$ cat src/rtl/sseg_scan_sched_if.sv
// Requester write port of the 7-segment scan scheduler: valid/ready handshake
// carrying a digit index and its segment pattern (bit7 = DP).
interface sseg_scan_sched_if;
    logic       wr_valid;
    logic       wr_ready;
    logic [2:0] wr_idx;
    logic [7:0] wr_data;

    modport master (output wr_valid, output wr_idx, output wr_data, input wr_ready);
    modport slave  (input wr_valid, input wr_idx, input wr_data, output wr_ready);
endinterface

$ cat src/rtl/sseg_scan_sched.sv
// Time-multiplexed 8-digit 7-segment scan scheduler with per-digit blanking and PWM dimming.
// Optional build macro SCAN_DIGIT_MASK_EN adds a digit_mask input that skips masked digits.
module sseg_scan_sched #(
    parameter int unsigned NDIGITS   = 8,
    parameter int unsigned SLOT_CYC  = 256,
    parameter int unsigned BLANK_CYC = 8
) (
    input  logic               clk,
    input  logic               rst,
    input  logic               enable,
    input  logic [3:0]         duty,
`ifdef SCAN_DIGIT_MASK_EN
    input  logic [NDIGITS-1:0] digit_mask,
`endif
    sseg_scan_sched_if.slave   wr,
    output logic [7:0]         sseg,
    output logic [2:0]         sel3,
    output logic               pwm,
    output logic               frame_done
);

    localparam int unsigned CNT_MAX = (SLOT_CYC > BLANK_CYC) ? SLOT_CYC : BLANK_CYC;
    localparam int unsigned CNT_W   = $clog2(CNT_MAX);
    localparam logic [CNT_W-1:0] BLANK_LAST = CNT_W'(BLANK_CYC - 1);
    localparam logic [CNT_W-1:0] SLOT_LAST  = CNT_W'(SLOT_CYC - 1);
`ifndef SCAN_DIGIT_MASK_EN
    localparam logic [2:0] LAST_IDX = 3'(NDIGITS - 1);
`endif

    typedef enum logic [1:0] {
        S_IDLE   = 2'd0,
        S_COMMIT = 2'd1,
        S_BLANK  = 2'd2,
        S_DRIVE  = 2'd3
    } state_t;

    state_t           state, state_n;
    logic [2:0]       idx, idx_n;
    logic [CNT_W-1:0] cnt, cnt_n;
    logic             commit;

    logic [7:0] shadow [NDIGITS];
    logic [7:0] active [NDIGITS];
    logic [3:0] duty_act;

    logic [7:0] sseg_n;
    logic [2:0] sel3_n;
    logic       pwm_n;
    logic       frame_done_n;
    logic       wr_ready_q, wr_ready_n;
    logic       wr_fire;

`ifdef SCAN_DIGIT_MASK_EN
    logic [NDIGITS-1:0] mask_act;
    logic [3:0]         nxt;

    // Lowest set bit of m at or above position from; bit 3 flags that one exists.
    function automatic logic [3:0] next_set(input logic [NDIGITS-1:0] m, input int from);
        logic [3:0] r;
        r = 4'd0;
        for (int i = int'(NDIGITS) - 1; i >= 0; i--) begin
            if (i >= from && m[i]) r = {1'b1, 3'(i)};
        end
        return r;
    endfunction
`endif

    // State register plus registered Moore outputs.
    always_ff @(posedge clk or posedge rst) begin
        if (rst) begin
            state      <= S_IDLE;
            idx        <= 3'd0;
            cnt        <= '0;
            sseg       <= 8'd0;
            sel3       <= 3'd0;
            pwm        <= 1'b0;
            frame_done <= 1'b0;
            wr_ready_q <= 1'b1;
        end else begin
            state      <= state_n;
            idx        <= idx_n;
            cnt        <= cnt_n;
            sseg       <= sseg_n;
            sel3       <= sel3_n;
            pwm        <= pwm_n;
            frame_done <= frame_done_n;
            wr_ready_q <= wr_ready_n;
        end
    end

    // Next-state: slot sequencing, frame wrap and enable drop-out.
    always_comb begin
        state_n = state;
        idx_n   = idx;
        cnt_n   = cnt;
        commit  = 1'b0;
`ifdef SCAN_DIGIT_MASK_EN
        nxt     = 4'd0;
`endif
        if (!enable) begin
            state_n = S_IDLE;
            idx_n   = 3'd0;
            cnt_n   = '0;
        end else begin
            unique case (state)
                S_IDLE: begin
                    state_n = S_COMMIT;
                    idx_n   = 3'd0;
                    cnt_n   = '0;
                end
                S_COMMIT: begin
                    commit = 1'b1;
                    cnt_n  = '0;
`ifdef SCAN_DIGIT_MASK_EN
                    nxt     = next_set(digit_mask, 0);
                    state_n = nxt[3] ? S_BLANK : S_COMMIT;
                    idx_n   = nxt[2:0];
`else
                    state_n = S_BLANK;
                    idx_n   = 3'd0;
`endif
                end
                S_BLANK: begin
                    if (cnt == BLANK_LAST) begin
                        state_n = S_DRIVE;
                        cnt_n   = '0;
                    end else begin
                        cnt_n = cnt + CNT_W'(1);
                    end
                end
                S_DRIVE: begin
                    if (cnt == SLOT_LAST) begin
                        cnt_n = '0;
`ifdef SCAN_DIGIT_MASK_EN
                        nxt = next_set(mask_act, int'(idx) + 1);
                        if (nxt[3]) begin
                            state_n = S_BLANK;
                            idx_n   = nxt[2:0];
                        end else begin
                            state_n = S_COMMIT;
                            idx_n   = 3'd0;
                        end
`else
                        if (idx == LAST_IDX) begin
                            state_n = S_COMMIT;
                            idx_n   = 3'd0;
                        end else begin
                            state_n = S_BLANK;
                            idx_n   = idx + 3'd1;
                        end
`endif
                    end else begin
                        cnt_n = cnt + CNT_W'(1);
                    end
                end
                default: state_n = S_IDLE;
            endcase
        end
    end

    // Output decode from the upcoming state so outputs change on the state-change edge.
    always_comb begin
        sseg_n       = 8'd0;
        sel3_n       = 3'd0;
        pwm_n        = 1'b0;
        frame_done_n = 1'b0;
        wr_ready_n   = 1'b1;
        unique case (state_n)
            S_COMMIT: begin
                frame_done_n = 1'b1;
                wr_ready_n   = 1'b0;
            end
            S_BLANK: sel3_n = idx_n;
            S_DRIVE: begin
                sel3_n = idx_n;
                sseg_n = active[idx_n];
                pwm_n  = (cnt_n[3:0] < duty_act);
            end
            default: ;
        endcase
    end

    assign wr.wr_ready = wr_ready_q;
    assign wr_fire     = wr.wr_valid && wr_ready_q;

    // Shadow bank takes requester writes; it is copied to the active bank only at commit.
    always_ff @(posedge clk or posedge rst) begin
        if (rst) begin
            for (int i = 0; i < int'(NDIGITS); i++) begin
                shadow[i] <= 8'd0;
                active[i] <= 8'd0;
            end
            duty_act <= 4'd0;
`ifdef SCAN_DIGIT_MASK_EN
            mask_act <= '0;
`endif
        end else begin
            if (wr_fire && (32'(wr.wr_idx) < NDIGITS)) begin
                shadow[wr.wr_idx] <= wr.wr_data;
            end
            if (commit) begin
                for (int i = 0; i < int'(NDIGITS); i++) begin
                    active[i] <= shadow[i];
                end
                duty_act <= duty;
`ifdef SCAN_DIGIT_MASK_EN
                mask_act <= digit_mask;
`endif
            end
        end
    end

endmodule
$ cat src/flat_wrapper.sv
// flat-port wrapper written by rule: the top's interface ports become plain ports
module sseg_scan_sched_flat 
#(
    parameter int unsigned NDIGITS   = 8,
    parameter int unsigned SLOT_CYC  = 256,
    parameter int unsigned BLANK_CYC = 8
)
  (clk, rst, enable, duty, sseg, sel3, pwm, frame_done, wr_wr_valid, wr_wr_idx, wr_wr_data, wr_wr_ready);
  sseg_scan_sched_if wr_i ();
  input  logic clk;
  input  logic rst;
  input  logic enable;
  input  logic [3:0] duty;
  output logic [7:0] sseg;
  output logic [2:0] sel3;
  output logic pwm;
  output logic frame_done;
  input wire logic [$bits(wr_i.wr_valid)-1:0] wr_wr_valid;
  input wire logic [$bits(wr_i.wr_idx)-1:0] wr_wr_idx;
  input wire logic [$bits(wr_i.wr_data)-1:0] wr_wr_data;
  output wire logic [$bits(wr_i.wr_ready)-1:0] wr_wr_ready;
  assign wr_i.wr_valid = wr_wr_valid;
  assign wr_i.wr_idx = wr_wr_idx;
  assign wr_i.wr_data = wr_wr_data;
  assign wr_wr_ready = wr_i.wr_ready;
  sseg_scan_sched #(.NDIGITS(NDIGITS), .SLOT_CYC(SLOT_CYC), .BLANK_CYC(BLANK_CYC)) u_core (.clk(clk), .rst(rst), .enable(enable), .duty(duty), .wr(wr_i), .sseg(sseg), .sel3(sel3), .pwm(pwm), .frame_done(frame_done));
endmodule
$ cat config.mk
export PLATFORM = sky130hd
export DESIGN_NAME = sseg_scan_sched_flat
export DESIGN_NICKNAME = d
export VERILOG_FILES = /design/src/rtl/sseg_scan_sched_if.sv /design/src/rtl/sseg_scan_sched.sv /design/src/flat_wrapper.sv
export SDC_FILE = /design/constraint.sdc
export NUM_CORES = 1
export LEC_CHECK = 0
export ABC_AREA = 1
export BUFFER_PORTS_ARGS = -buffer_cell sky130_fd_sc_hd__buf_2
export CORE_ASPECT_RATIO = 0.8
export CORE_MARGIN = 4
export CORE_UTILIZATION = 45
export DETAILED_ROUTE_END_ITERATION = 8
export GPL_ROUTABILITY_DRIVEN = 0
export PLACE_DENSITY = 0.64
export SLEW_MARGIN = 20
export SYNTH_ARGS = -nofsm -noshare
export SYNTH_HDL_FRONTEND = slang
export SYNTH_SLANG_ARGS = --single-unit
$ cat constraint.sdc
create_clock -name clk -period 9.9 [get_ports clk]
set_input_delay 0.99 -clock clk [delete_from_list [all_inputs] [get_ports clk]]
set_output_delay 0.99 -clock clk [all_outputs]
set_load 0.005 [all_outputs]
# After elaboration in Yosys (flattened, before gate mapping)
# Cells that the tools add are included.
dict set report op_classes {
  add_sub_neg 2
  mul 0
  div 0
  order_cmp 4
  n_eq_ne 9
  shifts 0
  muxes 26
  n_bitwise 2
  n_reduce_logical 5
}
# op count
set ops {}
lappend ops {{$bwmux 64} 1}
lappend ops {{$mux 8} 7}
lappend ops {{$bmux 8 s3} 1}
lappend ops {{$demux 8 s3} 1}
lappend ops {{$pmux 8 s3} 1}
lappend ops {{$mux 3} 4}
lappend ops {{$add 8x1->8 const B} 1}
lappend ops {{$eq 2x2->1 const B} 4}
lappend ops {{$eq 8x3->1 const B} 1}
lappend ops {{$eq 8x8->1 const B} 1}
lappend ops {{$ge 4x4->1 const B} 2}
lappend ops {{$mux 2} 4}
lappend ops {{$not 3->4} 2}
lappend ops {{$pmux 2 s4} 1}
lappend ops {{$pmux 3 s2} 1}
lappend ops {{$mux 1} 5}
lappend ops {{$eq 2x1->1 const B} 2}
lappend ops {{$lt 4x1->1 const B} 1}
lappend ops {{$lt 4x4->1} 1}
lappend ops {{$reduce_or 2->1} 2}
lappend ops {{$add 3x1->3 const B} 1}
lappend ops {{$eq 3x3->1 const B} 1}
lappend ops {{$logic_and 1x1->1} 2}
lappend ops {{$logic_not 2->1} 1}
dict set report word_totals {
  reg_bits 159
  latchBits 0
  mem_bits_rw 0
  mem_bits_ro 0
  inputBits 19
  output_inout_bits 14
  wordCells 73
  n_memories 0
}

# Depth between registers and ports, before layout
dict set report depth {
  depth_word 10
  ltp_mapped 14
  ltp_nobuf 13
}

# Worst setup path after synthesis
# Ideal clock, no wire load.
dict set report synth_timing {
  path_type {input to register}
  startpoint {input enable}
  endpoint {register u_core.active[16] (netlist name)}
  setup_ns 0.133
  arrival_time_ns 1.959
  required_ns 9.767
  slack_ns 7.809
  cell_stages 6
  path_buffers 2
  cell_sequence {inv_1 nor2_1 nand2_1 clkbuf_1 clkbuf_1 a21oi_1}
}
dict set report synth_via {
  elab_chain_cells 1
}
# element line_no
set synth_rtl {}
lappend synth_rtl {{start: declaration} flat_wrapper.sv:12} ;# input logic enable;
lappend synth_rtl {{$mux 1} sseg_scan_sched.sv:100} ;# if (!enable) begin
lappend synth_rtl {{end signal: indexed assignment} sseg_scan_sched.sv:203} ;# active[i] <= shadow[i];
lappend synth_rtl {{end: declaration} sseg_scan_sched.sv:43} ;# logic [7:0] active [NDIGITS];
# Every way passes these cells.
# A chain may end at the register's enable or synchronous reset.

# Worst setup path in the final report
dict set report layout_timing {
  startpoint {input enable}
  endpoint {register u_core.sseg[5]}
}
dict set report layout_via {
  elab_chain_cells 6
  elab_cells_between_ends 8
  cone_classes {1 x eq/ne; 6 x mux; 1 x bitwise}
}
# element line_no
set layout_rtl {}
lappend layout_rtl {{$mux 3} sseg_scan_sched.sv:100}
lappend layout_rtl {{$not 3->4 (not written as such)} sseg_scan_sched.sv:176} ;# sseg_n = active[idx_n];
lappend layout_rtl {{$bmux 8 s3} sseg_scan_sched.sv:176}
lappend layout_rtl {{$mux 8 (not written as such) (2 in series)} sseg_scan_sched.sv:176}
lappend layout_rtl {{$mux 8 (*)} sseg_scan_sched.sv:168} ;# unique case (state_n)
lappend layout_rtl {{named net u_core.sseg_n[5]} sseg_scan_sched.sv:46} ;# logic [7:0] sseg_n;
lappend layout_rtl {{end signal: assignment} sseg_scan_sched.sv:83} ;# sseg <= sseg_n;
lappend layout_rtl {{end: declaration} sseg_scan_sched.sv:16} ;# output logic [7:0] sseg,
# Mark *: on every way through the listed nets, which the timed path passes. The rest lies on a longest branch. The select of a mux whose other input is x is not followed.

==> implementation parameters <==
Parameter                              Value

Clock network
  Maximum clock insertion buffer count    2
  Total clock buffers created by CTS    17
  TritonCTS clock tree    done
  Post-CTS Setup Inserts    0
  Clock tree sinks    around 160
  CTS Hold Bufs    0
  Post-cts resize count    0
  H-tree Lvls    4
  Clk Latency, worst-skew pair    between 0.4 and 0.5 ns
  Clock tree root buffer cell    sky130_fd_sc_hd__clkbuf_16
  Clock slew at the register clock pins of the worst setup and hold paths    0.06 ns

Synth
  Register bit total from synthesis    ~160
  Net count after synthesis    752
  Number of enable-type register cells in the synthesized netlist    0
  Sequential area share after synthesis    58.5%
  Distinct cell type count after synthesis    30
  Post-synth ARST share    100%
  Gate count after technology mapping    727
  Top_reg_cell synth    sky130_fd_sc_hd__dfrtp_1
  Number of warnings reported in the yosys synthesis log    0
  Synthesized area divided by synthesized cell count    9.36 sq um
  Summed instance area of the synthesized netlist    6800 sq um

STA
  Setup TNS    0 ns
  Unrepaired setup endpoints after global routing    no
  Number of endpoints with negative hold slack in the final report    0
  Post-layout min period    2.55 ns
  Number of pins exceeding their max-slew limit in the final report    0
  Highest achievable clock rate    ~390 MHz
  Final setup violation count    0
  Clock Skews    0.00707 ns
  Final worst-path cycle share    25.7%
  Worst max-slew margin expressed relative to the limit    roughly 37%
  Pin slew with the least headroom to its limit    about 0.94 ns

Die
  Die boundary height    118 um
  Initial Util    a little under half
  Area enclosed by the die boundary    17200 sq um
  Total core area    14500 sq um
  Boundary pin count    33
  Number of core rows    39
  Die width    145 um

Setup path
  Register-to-register setup slack    7.42 ns
  Worst path slowest cell    sky130_fd_sc_hd__nand3_4
  CP Capture Type    flip-flop
  CP Buf/Inv Count    2
  Critical Path Max Stage Delay    approximately 0.61 ns
  Terminus of the critical flop-to-flop path    u_core.sseg[5]
  Startpoint of the worst register-to-register path    u_core.cnt[0]
  Critical Setup Path Class    input port to flip-flop
  Crit Path Max Fanout    36
  Data required time of the worst path    about 10 ns
  Sort of element at the start of the critical path    input port
  Signal arrival time at the worst endpoint    about 2.9 ns
  Ordered cell list for the critical path    buf_2, nand2_1, clkinv_1, nand3_4, nand2_1, o21ai_1, nor2_1, nor2_1, nor2_1
  FF-to-FF path depth    12
  CP most frequent cell    sky130_fd_sc_hd__nor2_1
  Gate family responsible for the most delay along the worst path    simple AND/OR/NAND/NOR gates

Hold path
  Cell count of the worst hold path    2
  Endpoint of the worst hold-timing path    u_core.shadow[0]
  HP Class    flip-flop to flip-flop
  Hold path startpoint    u_core.shadow[0]

Power
  Clock share of power    33.3%
  Power per standard cell area    243 nW/um^2
  Worst voltage drop across the vdd grid    approximately 0.00013 V
  Seq pwr share    between 40% and 50%
  Internal power    1340 uW
  Part of the power in combinational logic    16.9%
  Overall power consumption    around 1900 uW
  Switching share of power    about 28%
  P_sw    515 uW
  Leakage power summed over all cells    0.00387 uW

Route
  Vias per std cell    ~5.2
  Routed len/inst    16.4 um
  Count of nets left with antenna violations after detail routing    0
  DR vias    4966
  Number of DRC violations after detailed routing    0
  Drt first pass iters    5
  Wirelength, routed    15.5 mm
  DRC violation total after the first TritonRoute iteration    403

Global routing
  Global-route usage over all layers    19.0%
  Grt met3 use    5.62%
  Met2 usage in global routing    between 20% and 30%
  Antenna violations before repair    0
  Maximum number of pins on one net before global-route repair    about 90
  Global-route wire length before repair    25.9 mm
  Met1 demand-to-capacity share in global routing    27.3%
  Number of global-route vias before repair    about 4900
  Global-route layer with the greatest usage    met2
  Global route total overflow    0

Run
  Number of max-cap violations    0

Place
  IO buf count    32
  Detailed placement HPWL    9.98 mm

Cells and area
  Utilization after layout    ~52%
  ANT cells    0
  Fraction of layout instances using a drive strength above 1    15.3%
  Layout overhead on the synthesized area    12.1%
  Final net count    776

Status
  Run status    finished clean
-- placed cells by master, fill, tap and decap left out, types with 3 or more instances in the layout --
cell	Yosys	layout
sky130_fd_sc_hd__mux2_2	33	33
sky130_fd_sc_hd__nand3_1	29	29
sky130_fd_sc_hd__o21ai_0	65	65
sky130_fd_sc_hd__o21ai_1	4	4
sky130_fd_sc_hd__nand2_2	5	5
sky130_fd_sc_hd__clkbuf_8	0	3
sky130_fd_sc_hd__a21oi_1	43	43
sky130_fd_sc_hd__clkbuf_16	0	17
sky130_fd_sc_hd__clkinv_2	0	4
sky130_fd_sc_hd__buf_2	3	32
sky130_fd_sc_hd__nand4_1	17	17
sky130_fd_sc_hd__clkinvlp_4	0	5
sky130_fd_sc_hd__nor2_1	82	82
sky130_fd_sc_hd__inv_1	63	62
sky130_fd_sc_hd__nor3_1	4	4
sky130_fd_sc_hd__nand2_1	172	171
sky130_fd_sc_hd__ha_1	6	6
sky130_fd_sc_hd__dfrtp_1	158	158
-- cell families (layout without fill, tap and decap cells) --
kind of cell | Yosys count | count (layout) | synth area share, %
multiplexers | 33 | 33 | 5.46
AND/OR/NAND/NOR | 318 | 318 | 20.1
flip-flops | 159 | 159 | 58.5
adder cells (fa/ha/maj) | 6 | 6 | 1.10
buffers and inverters | 96 | 133 | 6.05
AO/OA/AOI/OAI | 113 | 113 | 8.48
XOR/XNOR | 2 | 2 | 0.258
-- worst max path at each step --
stage,from,endpoint,slack [ns],cells past startpoint
floorplan,rst,u_core.active[0],4.62,1
global placement,enable,u_core.active[8],6.98,6
detailed placement,enable,u_core.active[0],6.96,6
CTS,enable,u_core.active[7],7.39,6
global route,enable,u_core.sseg[7],7.18,10
finish,enable,u_core.sseg[5],7.35,9
-- worst register-to-register path, stage by stage (launching register included) --
cell,delay (ns)
sky130_fd_sc_hd__dfrtp_1,0.37
sky130_fd_sc_hd__ha_1,0.18
sky130_fd_sc_hd__nand2_1,0.11
sky130_fd_sc_hd__nor2_4,0.22
sky130_fd_sc_hd__nand3_1,0.20
sky130_fd_sc_hd__nand3_1,0.11
sky130_fd_sc_hd__nand2_1,0.06
sky130_fd_sc_hd__nand2_2,0.42
sky130_fd_sc_hd__inv_2,0.28
sky130_fd_sc_hd__nand2_1,0.13
sky130_fd_sc_hd__nand2_1,0.05
sky130_fd_sc_hd__nor2_1,0.15
sky130_fd_sc_hd__nor2_1,0.08
-- Yosys cell counts (2+ instances only) --
library cell | number | area (sq um)
sky130_fd_sc_hd__nand2_1 | 172 | 646
sky130_fd_sc_hd__dfrtp_1 | 158 | 3950
sky130_fd_sc_hd__nor2_1 | 82 | 308
sky130_fd_sc_hd__o21ai_0 | 65 | 325
sky130_fd_sc_hd__inv_1 | 63 | 236
sky130_fd_sc_hd__a21oi_1 | 43 | 215
sky130_fd_sc_hd__mux2_2 | 33 | 372
sky130_fd_sc_hd__nand3_1 | 29 | 145
sky130_fd_sc_hd__clkbuf_1 | 19 | 71.3
sky130_fd_sc_hd__nand4_1 | 17 | 106
sky130_fd_sc_hd__ha_1 | 6 | 75.1
sky130_fd_sc_hd__buf_6 | 5 | 56.3
sky130_fd_sc_hd__nand2_2 | 5 | 31.3
sky130_fd_sc_hd__nor3_1 | 4 | 20.0
sky130_fd_sc_hd__o21ai_1 | 4 | 20.0
sky130_fd_sc_hd__buf_2 | 3 | 15.0
sky130_fd_sc_hd__buf_4 | 2 | 15.0
sky130_fd_sc_hd__inv_2 | 2 | 7.51
sky130_fd_sc_hd__nand3_4 | 2 | 35.0
sky130_fd_sc_hd__nor2_4 | 2 | 22.5
sky130_fd_sc_hd__xor2_1 | 2 | 17.5
-- per-layer routing --
metal,share of wire [%],vias up
met3,5.9,21
met2,45,138
li1,-,2388
met5,0,-
met1,48,2419
met4,1.5,0
-- power groups by stage --
stage,clock (uW),combinational [uW],sequential (uW)
after floorplan,0,246,902
after global placement,0,296,923
after detailed placement,0,312,930
after CTS,625,314,920
after global routing,656,364,941
final,617,313,922
-- state kept, by name, indices dropped and copies added (netlist names) --
register / count
u_core.state: 2
u_core.shadow: 64
u_core.duty_act: 4
u_core.sel3: 3
u_core.pwm: 1
u_core.cnt: 8
u_core.active: 64
u_core.wr.wr_ready: 1
u_core.sseg: 8
u_core.frame_done: 1
u_core.idx: 3
-- cell type report --
type                       instances  area [sq um]
clock buffer                      22           474
clock inverter                    10          87.6
fill                            1307          6920
inverter                          67           259
multi-input combinational        472          2420
sequential                       159          3980
tap                              184           230
timing repair buffer              34           175
-- metrics by stage --
step / instances / hold slack, ns / instance area, sq um / setup slack [ns]
floorplan: 727 / 0.449 / 6800 / 4.62
global placement: 916 / 0.462 / 7060 / 6.98
detailed placement: 916 / 0.470 / 7060 / 6.96
CTS: 948 / 0.486 / 7620 / 7.39
global route: 948 / 0.505 / 7620 / 7.18
finish: 948 / 0.481 / 7620 / 7.35
(Power assumes the default switching activity.)
